**src/rtl/fsm_input_cond.sv**
```systemverilog
// rtl/fsm_input_cond.sv - synchronize and debounce three switch inputs feeding the sequence FSM
// Each channel: 2-flop synchronizer, saturating debounce counter, registered output.
module fsm_input_cond #(
    parameter int DB_LEN = 4
) (
    input  logic clk,
    input  logic rst_n,
    input  logic a_raw,
    input  logic b_raw,
    input  logic c_raw,
    input  logic hold,
    output logic a,
    output logic b,
    output logic c,
    output logic chg,
    output logic idle
);

    localparam int CW = $clog2(DB_LEN) + 1;
    localparam logic [CW-1:0] CNT_MAX = CW'(DB_LEN - 1);
    localparam logic [CW-1:0] CNT_ONE = CW'(1);

    logic [2:0]         s1_q, s1_d;
    logic [2:0]         s2_q, s2_d;
    logic [2:0]         out_q, out_d;
    logic [2:0][CW-1:0] cnt_q, cnt_d;
    logic               chg_q, chg_d;

    always_comb begin
        s1_d  = {c_raw, b_raw, a_raw};
        s2_d  = s1_q;
        out_d = out_q;
        cnt_d = cnt_q;
        for (int i = 0; i < 3; i++) begin
            if (!hold) begin
                if (s2_q[i] == out_q[i]) begin
                    cnt_d[i] = '0;
                end else if (cnt_q[i] == CNT_MAX) begin
                    out_d[i] = s2_q[i];
                    cnt_d[i] = '0;
                end else begin
                    cnt_d[i] = cnt_q[i] + CNT_ONE;
                end
            end
        end
        // out_d never differs from out_q while frozen, so chg also clears under hold
        chg_d = (out_d != out_q);
    end

    always_ff @(posedge clk or negedge rst_n) begin
        if (!rst_n) begin
            s1_q  <= '0;
            s2_q  <= '0;
            out_q <= '0;
            cnt_q <= '0;
            chg_q <= 1'b0;
        end else begin
            s1_q  <= s1_d;
            s2_q  <= s2_d;
            out_q <= out_d;
            cnt_q <= cnt_d;
            chg_q <= chg_d;
        end
    end

    assign a    = out_q[0];
    assign b    = out_q[1];
    assign c    = out_q[2];
    assign chg  = chg_q;
    assign idle = ~out_q[0] & ~out_q[1] & ~out_q[2];

endmodule

```
**config.mk**
```make
export PLATFORM = sky130hd
export DESIGN_NAME = fsm_input_cond
export DESIGN_NICKNAME = d
export VERILOG_FILES = /design/src/rtl/fsm_input_cond.sv
export SDC_FILE = /design/constraint.sdc
export NUM_CORES = 1
export LEC_CHECK = 0
export CAP_MARGIN = 15
export CORE_MARGIN = 4
export CORE_UTILIZATION = 51
export CTS_CLUSTER_SIZE = 20
export DETAILED_ROUTE_END_ITERATION = 7
export PLACE_DENSITY = 0.75
export SYNTH_ARGS = -nofsm -noshare
export SYNTH_HDL_FRONTEND = slang
export SYNTH_SLANG_ARGS = --single-unit
```
**constraint.sdc**
```tcl
create_clock -name clk -period 1.4 [get_ports clk]
set_input_delay 0.42 -clock clk [delete_from_list [all_inputs] [get_ports clk]]
set_output_delay 0.42 -clock clk [all_outputs]
set_load 0.1 [all_outputs]
```
==> run_results.csv <==
group,metric,value,unit
detailed_routing,ant_nets,0,
sta,setup_slack,-230,ps
grt,grt-ovfl-total,0,
floorplan,rows,14,
power_and_ir_drop,peakVddDrop,1330,µV
detailed_routing,avgRoutedWirePerCell,14.2,µm
layout,drive_gt1_share,34.5,%
cts,cts_tree,"built",
cts,numCtsBuffers,3,
grt,grt_antenna_before_repair,0,
detailed_routing,wl,1470,µm
sta,fin_crit,1630,ps
cts,clk_pin_slew_worst_paths,110,ps
floorplan,die_x,47.6,µm
sta,maxSlewHeadroom,77.9,%
status,status,"finished, violations left",
critical_path,worst_setup_path_end_kind,"primary output",
detailed_routing,vias,551,
yosys,ys_types,19,
place,portBuffers,10,
cts,clock_path_buffers,2,
floorplan,ioPinCount,11,
sta,worst_pin_slew,330,ps
detailed_routing,via_per_inst,5.35,
yosys,synth-seq-cells,19,
sta,hold_violations,0,
grt,grt_use_met1,19.7,%
yosys,synth_nets,76,
yosys,syn_area_per_cell,11.9,µm²
layout,utilization,72.2,%
grt,track_usage,16.1,%
detailed_routing,drtPass1Iterations,4,
layout,layout.nets,97,
sta,skew,2.29,ps
sta,fmaxAchievable,614,MHz
grt,use_met2,26.2,%
layout,synthToLayoutAreaGrowth,34.6,%
critical_path,path_class,"flop to primary output",
cts,clock_tree.root_cell,"clkbuf_4",
hold_path,hp-class,"flop to flop",
layout,num_antenna_cells,0,
critical_path,cp-start-kind,"flop",
cts,h-tree-depth,1,
power_and_ir_drop,powerDensity,2300,nW/µm²
sta,grt_setup_unrepaired,"true",
sta,fin_setup_tns,-476,ps
detailed_routing,drt_iter0_drc,4,
power_and_ir_drop,p_leak,0.511,nW
yosys,synth_area,798,µm²
grt,use_met3,6.77,%
sta,finalSetupViolCount,3,
detailed_routing,route.detailed.drc,0,
yosys,ys.warnings.count,0,
run,max_cap_violations,0,
sta,final_max_slew_viol_count,0,
cts,cts.sink_count,19,
power_and_ir_drop,power,2.47,mW
sta,finalCritPeriodShare,116,%
place,dp_hpwl,1080,µm
grt,grt_pass1_wl,2410,µm
yosys,synth_seq_area_share,59.6,%
floorplan,die_area,2260,µm²
floorplan,die_y,47.6,µm
place,gp_congestion,0.712,
floorplan,start_util,53.6,%
status,violations,"setup timing",
grt,grt-busiest-layer,"met2",
critical_path,crit_fanout,2,
yosys,syn_inst,67,
floorplan,core_region_area,1490,µm²
grt,grt_pass1_vias,507,
cts,clk_latency,290,ps
critical_path,crit_required,980,ps
critical_path,arrival,1210,ps
grt,grt_start_max_net_pins,20,
timing repair:
item | CTS | global route
pin swaps | 1 | 2
setup endpoints to repair | 3 | 7
buffers inserted | 2 | 1
gates resized for setup | 1 | 2
hold buffers | 0 | 0
where the power goes:
| part | switching (mW) | internal [mW] | total, mW |
|---|---|---|---|
| Sequential | 0.122 | 0.708 | 0.830 |
| Combinational | 0.801 | 0.569 | 1.37 |
| Clock | 0.166 | 0.106 | 0.272 |
critical path: stages, from the launching register on:
cell     delay [ps]
dfrtp_4         500
nor3_4          220
buf_12          200
area by class of cell:
| cell class | instances | area [µm²] |
|---|---|---|
| sequential | 19 | 484 |
| fill | 103 | 414 |
| timing repair buffer | 17 | 209 |
| clock buffer | 3 | 22.5 |
| inverter | 3 | 11.3 |
| clock inverter | 1 | 5.00 |
| tap | 16 | 20.0 |
| multi-input combinational | 44 | 323 |
placed cells by master, fill, tap and decap left out:
| cell type | instances |
|---|---|
| clkbuf_4 | 3 |
| nor2_1 | 1 |
| nand2_1 | 11 |
| nor2b_1 | 2 |
| dfrtp_1 | 16 |
| nand2b_1 | 2 |
| nor3b_2 | 3 |
| dfrtp_4 | 2 |
| inv_2 | 1 |
| o21ai_1 | 7 |
| xor2_1 | 2 |
| ha_1 | 3 |
| clkinv_2 | 1 |
| buf_4 | 6 |
| a21boi_1 | 1 |
| inv_1 | 2 |
| nor3_4 | 1 |
| buf_12 | 5 |
| xor2_2 | 1 |
| dlymetal6s2s_1 | 1 |
| mux2_4 | 3 |
| dfrtp_2 | 1 |
| nand3_1 | 2 |
| a21oi_1 | 2 |
| or2_2 | 2 |
| a22oi_1 | 1 |
| buf_6 | 1 |
| clkdlybuf4s50_1 | 4 |
state kept, by name, indices dropped and copies added, names as in the netlist:
| register | flops |
|---|---|
| s1_q | 3 |
| cnt_q | 9 |
| out_q | 3 |
| chg | 1 |
| s2_q | 3 |
routing by layer:
metal	part of all wire [%]	up-vias
met3	5.5	2
li1	-	265
met5	0	-
met4	1.3	0
met2	55	13
met1	38	271
logic make-up after synthesis:
group	share of synthesized area, %
fa+ha+maj	4.70
buf+inv	2.35
flops	59.6
simple gates	16.9
compound gates	7.52
mux	5.64
xor+xnor	3.29
stage by stage:
step	hold WS, ps	area (µm²)	std cells	setup WS [ps]
finish	363	1070	103	-230
global route	377	1070	103	-267
CTS	368	1060	102	-237
detailed placement	343	1010	96	-284
global placement	332	1010	96	-240
floorplan	124	818	67	-491
synth_stat cells (all sizes together):
cell,n,area share [%]
a21boi,1,0.94
a21oi,2,1.3
a22oi,1,0.94
nor3,1,0.63
o21ai,7,4.4
ha,3,4.7
mux2,3,5.6
nand3,2,1.3
inv,3,1.4
nor2,1,0.47
nor2b,2,1.6
nor3b,3,4.7
xor2,3,3.3
or2,2,1.6
nand2b,2,1.6
buf,1,0.94
nand2,11,5.2
dfrtp,19,60
path summary, 6_finish.rpt:
path / startpoint / to / slack (ps) / cells after the start
setup reg to reg: out_q[1]$_DFF_PN0_ / chg$_DFF_PN0_ / 20 / 5
max in group asynchronous: rst_n / out_q[2]$_DFF_PN0_ / 730 / 2
setup / recovery: out_q[2]$_DFF_PN0_ / idle / -230 / 2
hold reg to reg: s1_q[2]$_DFF_PN0_ / s2_q[2]$_DFF_PN0_ / 360 / 0
hold / removal: s1_q[2]$_DFF_PN0_ / s2_q[2]$_DFF_PN0_ / 360 / 0
min in group asynchronous: rst_n / cnt_q[7]$_DFFE_PN0N_ / 450 / 2
Note: power is estimated with default switching activity, not from simulation.
